`src/rtl/fp_pkg.sv`:
```
// Shared constants and types for the 13-bit fp word format {sign, exp[3:0], man[7:0]}.
// Value of a word is (-1)^sign * 0.man * 2^exp with an unbiased exponent.
package fp_pkg;

    localparam int FP_W     = 13;
    localparam int EXP_W    = 4;
    localparam int MAN_W    = 8;

    localparam int SIGN_BIT = FP_W - 1;
    localparam int EXP_MSB  = FP_W - 2;
    localparam int EXP_LSB  = MAN_W;
    localparam int MAN_MSB  = MAN_W - 1;

    localparam logic [FP_W-1:0] FP_ZERO    = '0;
    localparam logic [FP_W-1:0] FP_SAT_NEG = '1;

    typedef enum logic [1:0] {
        IDLE = 2'd0,
        NORM = 2'd1,
        DONE = 2'd2
    } enc_state_t;

endpackage

```
`src/rtl/fp_int_encoder.sv`:
```
// Iterative signed-integer to fp-word encoder: one normalising left shift per cycle,
// valid/ready handshake on input and output.
module fp_int_encoder
    import fp_pkg::*;
#(
    parameter int INT_W = 16
) (
    input  logic             i_clk,
    input  logic             i_rst_n,
    input  logic             i_valid,
    output logic             o_ready,
    input  logic [INT_W-1:0] i_int,
    output logic             o_valid,
    input  logic             i_ready,
    output logic [FP_W-1:0]  o_fp,
    output logic             o_ovf
);

    localparam int MAG_W = INT_W - 1;
    localparam logic [MAG_W-1:0] MAG_ONE = MAG_W'(1);
    localparam logic [EXP_W-1:0] EXP_ONE = EXP_W'(1);
    localparam logic [INT_W-1:0] INT_MIN = {1'b1, {(INT_W-1){1'b0}}};

    enc_state_t       state_reg, state_next;
    logic [MAG_W-1:0] mag_reg, mag_next;
    logic [EXP_W-1:0] exp_reg, exp_next;
    logic             sign_reg, sign_next;
    logic [FP_W-1:0]  fp_reg, fp_next;
    logic             ovf_reg, ovf_next;

    // Low bits of |i_int| are exact for every input except INT_MIN, which saturates.
    logic [MAG_W-1:0] abs_low;
    assign abs_low = i_int[INT_W-1] ? (~i_int[MAG_W-1:0] + MAG_ONE) : i_int[MAG_W-1:0];

    always_ff @(posedge i_clk or negedge i_rst_n) begin
        if (!i_rst_n) begin
            state_reg <= IDLE;
            mag_reg   <= '0;
            exp_reg   <= '0;
            sign_reg  <= 1'b0;
            fp_reg    <= FP_ZERO;
            ovf_reg   <= 1'b0;
        end else begin
            state_reg <= state_next;
            mag_reg   <= mag_next;
            exp_reg   <= exp_next;
            sign_reg  <= sign_next;
            fp_reg    <= fp_next;
            ovf_reg   <= ovf_next;
        end
    end

    always_comb begin
        state_next = state_reg;
        mag_next   = mag_reg;
        exp_next   = exp_reg;
        sign_next  = sign_reg;
        fp_next    = fp_reg;
        ovf_next   = ovf_reg;

        unique case (state_reg)
            IDLE: begin
                if (i_valid) begin
                    sign_next = i_int[INT_W-1];
                    mag_next  = abs_low;
                    exp_next  = '1;
                    if (i_int == '0) begin
                        fp_next    = FP_ZERO;
                        ovf_next   = 1'b0;
                        state_next = DONE;
                    end else if (i_int == INT_MIN) begin
                        fp_next    = FP_SAT_NEG;
                        ovf_next   = 1'b1;
                        state_next = DONE;
                    end else begin
                        ovf_next   = 1'b0;
                        state_next = NORM;
                    end
                end
            end
            NORM: begin
                // Magnitude is non-zero here, so the exponent cannot underflow.
                if (mag_reg[MAG_W-1]) begin
                    fp_next[SIGN_BIT]        = sign_reg;
                    fp_next[EXP_MSB:EXP_LSB] = exp_reg;
                    fp_next[MAN_MSB:0]       = mag_reg[MAG_W-1 -: MAN_W];
                    state_next               = DONE;
                end else begin
                    mag_next = mag_reg << 1;
                    exp_next = exp_reg - EXP_ONE;
                end
            end
            DONE: begin
                if (i_ready) begin
                    state_next = IDLE;
                end
            end
            default: state_next = IDLE;
        endcase
    end

    assign o_ready = (state_reg == IDLE);
    assign o_valid = (state_reg == DONE);
    assign o_fp    = fp_reg;
    assign o_ovf   = ovf_reg;

endmodule

```
`config.mk`:
```
export PLATFORM = sky130hd
export DESIGN_NAME = fp_int_encoder
export DESIGN_NICKNAME = d
export VERILOG_FILES = /design/src/rtl/fp_pkg.sv /design/src/rtl/fp_int_encoder.sv
export SDC_FILE = /design/constraint.sdc
export NUM_CORES = 1
export LEC_CHECK = 0
export CAP_MARGIN = 5
export CORE_ASPECT_RATIO = 1.75
export CORE_MARGIN = 2
export CORE_UTILIZATION = 53
export DETAILED_ROUTE_END_ITERATION = 10
export GPL_TIMING_DRIVEN = 0
export PLACE_DENSITY = 0.84
export SETUP_SLACK_MARGIN = 0.1
export SKIP_LAST_GASP = 1
export SLEW_MARGIN = 15
export SYNTH_ARGS = -nofsm -noshare
export SYNTH_HDL_FRONTEND = slang
export SYNTH_SLANG_ARGS = --single-unit
```
`constraint.sdc`:
```
create_clock -name i_clk -period 2 [get_ports i_clk]
set_input_delay 0.3 -clock i_clk [delete_from_list [all_inputs] [get_ports i_clk]]
set_output_delay 0.3 -clock i_clk [all_outputs]
set_load 0.005 [all_outputs]
```
After elaboration in Yosys (flattened, before gate mapping). Index checks and enable logic that the tools add are counted.

Register bits after elaboration: 36. Latch bits: 0. RAM bits: 0. Memory bits (read-only): 0. Input port bits: 20. Output and inout bits: 16. Logic and storage cells: 46. Memories kept: 0.

$add $sub $neg: 2. $mul: 0. Divide/modulo/power cells: 0. Order comparisons: 0. Equal/unequal tests: 8. Shifts and indexed selects: 0. Multiplexer cells: 20. Bitwise logic cells: 1. Reduce and logical (&&, ||, !) cells: 8.

Operators with widths (count): 13-bit 2-to-1 mux (4); 15-bit 2-to-1 mux (3); 15-bit case mux with 2 select lines (1); 13-bit case mux with 2 select lines (1); 16-bit equality test (second input constant) (1); 16-bit zero test (1); 15-bit by 1-bit adder with 15-bit output (second input constant) (1); 15-bit NOT (1); 2-bit 2-to-1 mux (5); 4-bit 2-to-1 mux (2); 4-bit case mux with 2 select lines (1); 2-bit inequality test (second input constant) (3); 2-bit case mux with 3 select lines (1); 3-bit AND reduction (2); 2-bit AND reduction (2); 4-bit AND reduction (1); 4-bit by 1-bit subtractor with 4-bit output (second input constant) (1); 3-bit by 1-bit inequality test with 1-bit output (second input constant) (1); 2-bit by 1-bit equality test with 1-bit output (second input constant) (1); 2-bit equality test (second input constant) (1); 2-bit zero test (1); 1-bit 2-to-1 mux (2); 2-bit by 1-bit inequality test with 1-bit output (second input constant) (1); 2-bit nonzero test (1).

Logic depth before layout (Yosys ltp). Gate-level depths: netlist (run 1).

Depth after elaboration: 5. Depth in mapped cells: 8. Gate-level depth less buffers: 6.

Least setup slack after synthesis (run 1). OpenSTA, ideal clock, no wires.

Path kind: input to register. Start: input port i_int[0]. End: register fp_reg[7], in the netlist o_fp[7]. Library setup time: 0.127 ns. Data arrival time: 1.573 ns. Required time: 1.873 ns. Setup slack: 0.300 ns. Cell stages on the path: 7. Path buffers: 1. Path through: inv_1 > ha_1 > nor4b_2 > and4_1 > a22o_4 > buf_6 > mux2_1.

Cells in the longest elaborated chain, start to end: 4. Elaborated cells between the ends (all ways): 7. Classes of those cells: 2 x eq/ne; 3 x mux; 2 x reduce/logical.

Ends and longest elaborated chain: start: declaration (line fp_int_encoder.sv:12) `input logic [INT_W-1:0] i_int,`; 16-bit zero test (line fp_int_encoder.sv:67) `if (i_int == '0) begin`; 13-bit 2-to-1 mux (line fp_int_encoder.sv:67); 13-bit 2-to-1 mux (line fp_int_encoder.sv:63) `if (i_valid) begin`; 13-bit case mux with 2 select lines (line fp_int_encoder.sv:61) `unique case (state_reg)`; end signal: assignment (line fp_int_encoder.sv:48) `fp_reg <= fp_next;`; end: declaration (line fp_int_encoder.sv:28) `logic [FP_W-1:0] fp_reg, fp_next;`.

Several ways; a longest one is shown, not always the timed one. The select of a mux whose other input is x is not followed. A chain may end at the register's enable or synchronous reset.

Final worst setup path (run 1).
Start: register state_reg[0]. End: output port o_valid.

Cells in the longest elaborated chain, start to end: 1.

Ends and longest elaborated chain: start: declaration (line fp_int_encoder.sv:24) `enc_state_t state_reg, state_next;`; start signal: assignment (line fp_int_encoder.sv:44) `state_reg <= state_next;`; 2-bit equality test (line fp_int_encoder.sv:103) `assign o_valid = (state_reg == DONE);`; end: declaration (line fp_int_encoder.sv:13) `output logic o_valid,`.

Every way passes these cells.

==> flow_metrics.py, run 1 <==
metrics = {
    "run_status": {
        "status": "completed",
    },
    "sta": {
        "skew_ns": 0.00411,
        "finalCriticalPeriod_ns": 1.86,
        "rsz0062_at_grt": "yes",
        "fin_crit_sh_pct": 93.1,
        "tightest_slew_ns": 0.593,
        "max_freq_mhz": 537,
        "hold_violations": 0,
        "final-max-slew-violation-count": 0,
        "setup_viol": 0,
        "max_slew_margin_pct": 60.5,
        "tns_ns": 0,
    },
    "detailed_routing": {
        "vias_per_cell": 5.80,
        "wirelength_mm": 4.79,
        "drc": 0,
        "drt-initial-drc-count": 38,
        "firstDrtPassIters": 4,
        "vias": 1776,
        "ant_nets": 0,
        "wl_per_cell_um": 15.7,
    },
    "synthesis": {
        "syn-num-nets": 231,
        "synth_area_leaders": "dfrtp_1 43%, mux2i_1 7.2%, a22oi_1 3.6%",
        "post-synth-top-area-cell": "dfrtp_1",
        "yosys_warnings": 0,
        "synth-seq-area-share_pct": 43.3,
        "synth-seq-cells": 36,
        "synth_area_um2": 2080,
        "synthCells": 209,
        "synth_cell_types": 49,
        "synth_top_area_share_pct": 43.3,
        "avgSynthCellArea_um2": 9.96,
    },
    "pwr": {
        "power.clock.fraction_pct": 15.7,
        "p_per_area_nw_per_um2": 1240,
        "p_seq_share_pct": 37.3,
        "p_leak_nw": 1.21,
        "combinationalPowerShare_pct": 47.0,
        "internal-power_mw": 2.14,
        "power_switching_mw": 1.23,
        "switching_share_pct": 36.5,
        "ir_drop_mv": 0.661,
    },
    "finish": {
        "largest_reg_flops": 15,
        "syn_to_final_growth_pct": 30.5,
        "diodes": 0,
        "final_common_cell": "dfrtp_1",
        "final_nets": 279,
        "utilization_pct": 71.0,
        "drive_gt1_share_pct": 16.3,
        "layout_common_cells": "36 x dfrtp_1, 28 x clkdlybuf4s50_1, 15 x inv_1, 15 x o21ai_1, 15 x mux2i_1",
    },
    "global_routing": {
        "grt-ovfl-total": 0,
        "grt_max_degree": 36,
        "grt_antenna_before_repair": 0,
        "grt_pass1_vias": 1793,
        "grt_pass1_wl_mm": 8.03,
        "track_usage_pct": 23.7,
    },
    "floorplan": {
        "die_x_um": 51.4,
        "rows": 30,
        "coreArea_um2": 3830,
        "pin_count": 36,
        "die-area_um2": 4470,
        "die_h_um": 86.9,
        "initial_core_util_pct": 54.4,
    },
    "clock_tree": {
        "cts_sinks": 36,
        "cts-root-buf": "clkbuf_8",
        "cts_tree": "done",
        "htreeDepth": 2,
        "clk_latency_ns": 0.28,
        "numCtsBuffers": 5,
        "cts.path.max_buffers": 2,
        "clk_transition_reported_paths_ns": 0.07,
    },
    "critical_path": {
        "setup.worst_path.start_class": "register",
        "rr_startpoint": "state_reg[1]",
        "r2r-end": "mag_reg[3]",
        "worstPathMaxFanout": 10,
        "critical_path_class": "register to primary output",
        "reg2reg_slack_ns": 0.22,
        "crit_arrival_ns": 1.56,
        "cp-end-kind": "primary output",
        "r2r.worst_path.cells": 6,
        "crit_required_ns": 1.70,
    },
    "placed_design": {
        "dp_hpwl_mm": 3.53,
        "port-buffer-count": 35,
        "place_congestion": 0.791,
    },
    "flow_run": {
        "cap_violations": 0,
    },
    "worst_hold_path": {
        "hold_class": "input pin to asynchronous set/reset pin",
    },
}
## worst max path at each step
stage	start	to	slack, ns	depth (start not counted)
after floorplan	i_int[0]	o_fp[7]	0.30	7
after global placement	i_int[0]	o_fp[8]	-0.36	8
after detailed placement	i_int[0]	o_fp[7]	-0.43	8
after CTS	i_int[0]	o_fp[7]	0.08	8
after global routing	state_reg[0]	o_valid	0.05	3
final	state_reg[0]	o_valid	0.14	3
## power groups by stage
stage / clock network (mW) / registers [mW] / logic [mW]
CTS: 0.536 / 1.25 / 1.56
global placement: 0 / 1.24 / 1.48
global route: 0.571 / 1.29 / 1.77
detailed placement: 0 / 1.26 / 1.53
finish: 0.529 / 1.26 / 1.59
floorplan: 0 / 1.23 / 0.949
## metal layers
layer	GRT usage (%)	wire, um	up-vias	part of all wire, %
met4	13.4	143	0	3.0
li1	-	-	845	-
met1	26.8	1800	849	38
met5	0	0	-	0
met3	3.95	178	16	3.7
met2	41.1	2670	66	56
## logic make-up after synthesis
logic type      synth area share, %
fa+ha+maj                      1.20
flops                          43.3
mux                            8.83
buf+inv                        6.49
xor+xnor                       4.21
simple gates                   16.4
compound gates                 19.6
## synthesized netlist by cell type (all sizes together)
cell    instances
o21ai          28
a211oi          1
xnor2           3
or3b            2
mux2            3
or3             3
and3            1
mux2i          15
nor4b           1
nand3           1
a221o           1
ha              2
nor3b           2
dfrtp          36
nand2b          3
nand2           9
or2             3
a31oi           1
a21o            1
o41ai           4
nor4            3
nand4           1
or4             2
o31ai           3
xor2            7
inv            17
a32o            1
a22o            2
and4            2
and2            2
buf             4
clkbuf          8
nor2           13
a21oi           7
a22oi          10
nor2b           3
nor3            4
## area by class of cell
class                           instances  area [um^2]
Clock inverter                          2         10.0
Fill cell                             307         1110
Inverter                               17         63.8
Sequential cell                        36          901
Buffer                                 12         76.3
Timing Repair Buffer                   41          417
Tap cell                               48         60.1
Multi-Input combinational cell        144         1110
Clock buffer                            6         82.6
## worst max-delay path: stages (launching register included)
cell and delay [ns]:
dfrtp_1 0.42, buf_2 0.19, nor2b_1 0.15, clkdlybuf4s50_1 0.51
## stage by stage
step	instance area (um^2)	hold WS [ns]	worst slack (ns)	instances	power (mW)
2_1_floorplan	2080	0.00441	0.300	209	2.18
3_3_place_gp	2490	0.453	-0.357	292	2.72
3_5_place_dp	2510	0.106	-0.433	293	2.80
4_1_cts	2670	0.342	0.0831	305	3.35
5_1_grt	2720	0.349	0.0539	306	3.64
6_report	2720	0.341	0.138	306	3.37
## repair_timing
action	in CTS	in global routing
pin swaps	2	2
endpoints found under the hold margin	1	0
setup endpoints to repair	21	26
gates resized for setup	10	13
gates cloned	0	0
buffers inserted	3	1
hold buffers	1	0
(Power assumes the default switching activity.)
==> inputs of run 2 (changes only) <==
--- a/config.mk
+++ b/config.mk
@@ -5,6 +5,7 @@
 export SDC_FILE = /design/constraint.sdc
 export NUM_CORES = 1
 export LEC_CHECK = 0
+export ABC_CLOCK_PERIOD_IN_PS = 2000
 export CAP_MARGIN = 5
 export CORE_ASPECT_RATIO = 1.75
 export CORE_MARGIN = 2
==> results of run 2 <==
The final DEF is identical to that of run 1; final timing and power are the same.
==> inputs of run 3 (changes only) <==
--- a/config.mk
+++ b/config.mk
@@ -8,7 +8,6 @@
 export ABC_CLOCK_PERIOD_IN_PS = 2000
 export CAP_MARGIN = 5
 export CORE_ASPECT_RATIO = 1.75
-export CORE_MARGIN = 2
 export CORE_UTILIZATION = 53
 export DETAILED_ROUTE_END_ITERATION = 10
 export GPL_TIMING_DRIVEN = 0
@@ -19,3 +18,4 @@
 export SYNTH_ARGS = -nofsm -noshare
 export SYNTH_HDL_FRONTEND = slang
 export SYNTH_SLANG_ARGS = --single-unit
+export TNS_END_PERCENT = 5
==> flow_metrics.py, run 3 (synthesis gave the netlist of run 1 again) <==
metrics = {
    "global_routing": {
        "grt-ovfl-total": 0,
        "grt_antenna_before_repair": 0,
        "grt_pass1_vias": 1713,
        "track_usage_pct": 23.5,
        "grt_pass1_wl_mm": 7.56,
        "grt_max_degree": 29,
    },
    "detailed_routing": {
        "ant_nets": 0,
        "drc": 0,
        "drt-initial-drc-count": 28,
        "wirelength_mm": 4.37,
        "firstDrtPassIters": 4,
        "vias_per_cell": 5.70,
        "wl_per_cell_um": 14.5,
        "vias": 1721,
    },
    "clock_tree": {
        "htreeDepth": 2,
        "numCtsBuffers": 5,
        "cts.path.max_buffers": 2,
        "clk_latency_ns": 0.29,
        "cts-root-buf": "clkbuf_8",
        "cts_tree": "done",
        "clk_transition_reported_paths_ns": 0.07,
        "cts_sinks": 36,
    },
    "floorplan": {
        "initial_core_util_pct": 56.3,
        "die-area_um2": 4190,
        "pin_count": 36,
        "rows": 29,
        "die_h_um": 84.9,
        "die_x_um": 49.4,
        "coreArea_um2": 3700,
    },
    "sta": {
        "tns_ns": 0,
        "max_freq_mhz": 528,
        "skew_ns": 0.00321,
        "hold-worst-slack_ns": 0.394,
        "max_slew_margin_pct": 62.9,
        "finalCriticalPeriod_ns": 1.89,
        "layout_setup_ws_ns": 0.106,
        "hold_violations": 0,
        "tightest_slew_ns": 0.556,
        "rsz0062_at_grt": "yes",
        "final-max-slew-violation-count": 0,
        "fin_crit_sh_pct": 94.7,
        "setup_viol": 0,
    },
    "critical_path": {
        "crit_required_ns": 2.18,
        "setup.worst_path.start_class": "input pin",
        "critical_path_class": "input pin to register",
        "worstPathMaxFanout": 6,
        "cp-end-kind": "register",
        "crit_arrival_ns": 2.07,
    },
    "finish": {
        "syn_to_final_growth_pct": 27.7,
        "final_nets": 277,
        "largest_reg_flops": 15,
        "final_common_cell": "dfrtp_1",
        "fillers": 283,
        "drive_gt1_share_pct": 14.5,
        "layout_common_cells": "36 x dfrtp_1, 33 x clkdlybuf4s50_1, 15 x inv_1, 15 x o21ai_1, 15 x mux2i_1",
        "diodes": 0,
    },
    "placed_design": {
        "port-buffer-count": 35,
        "dp_hpwl_mm": 3.37,
        "dp_slack_ns": -0.381,
        "place_congestion": 0.796,
    },
    "pwr": {
        "p_per_area_nw_per_um2": 1240,
        "ir_drop_mv": 0.879,
        "p_leak_nw": 1.15,
    },
    "flow_run": {
        "cap_violations": 0,
    },
    "worst_hold_path": {
        "hold_class": "input pin to asynchronous set/reset pin",
    },
    "run_status": {
        "status": "completed",
    },
}
run 3: cell count changes in the layout (fill, tap and decap cells not counted), sizes merged:
cell           delta
buf               -1
clkbuf            -1
clkdlybuf4s50     +5
dlygate4sd2       -1
dlymetal6s2s      -4
run 3: timing repair:
action	4_1_cts	5_1_grt
buffers inserted	0	3
hold endpoints to repair	8	0
pin swaps	0	2
endpoints found under the setup margin	13	15
resized for setup	4	4
hold buffers	1	0
run 3: worst paths after layout:
path	to	cells past startpoint	slack, ns	startpoint
max	o_fp[8]	6	0.11	i_int[2]
min	o_fp[0]	2	0.39	i_rst_n
max reg2reg	mag_reg[3]	5	0.18	state_reg[1]
min reg2reg	o_ovf	2	0.48	o_ovf
max in group asynchronous	exp_reg[1]	3	1.20	i_rst_n
min in group i_clk	o_ovf	2	0.48	o_ovf
run 3: cell type report:
cell class	count	area [um^2]	share of cell area, %
multi-input cells	144	1080	40.5
flip-flops and latches	36	901	33.9
repair buffers	40	400	15.1
clock buffers	6	82.6	3.11
plain buffers	11	67.6	2.54
inverters	17	63.8	2.40
well taps	46	57.6	2.16
clock inverters	2	10.0	0.376
run 3: worst max-delay path, stage by stage:
cell and delay [ns]:
clkdlybuf4s50_1 0.52, nor4_2 0.38, and4_4 0.30, a22o_4 0.12, buf_6 0.13, mux2_1 0.32
run 3: power breakdown:
part	leakage [nW]	internal [mW]	switching [mW]
clock	0.0510	0.275	0.259
sequential	0.413	1.05	0.208
combinational	0.685	0.785	0.710
run 3: routing by layer:
layer	global-route usage [%]	wire (um)
met1	24.6	1700
met4	14.5	184
met5	0	0
met3	3.05	118
met2	43.2	2370
run 3: stage by stage:
step	total power, mW	cell area [um^2]	utilization (%)	std cells
after floorplan	2.18	2080	-	209
after global placement	2.71	2490	67.3	290
after detailed placement	2.77	2500	67.7	291
after CTS	3.30	2620	70.7	299
after global routing	3.54	2660	71.8	302
final	3.29	2660	71.8	302
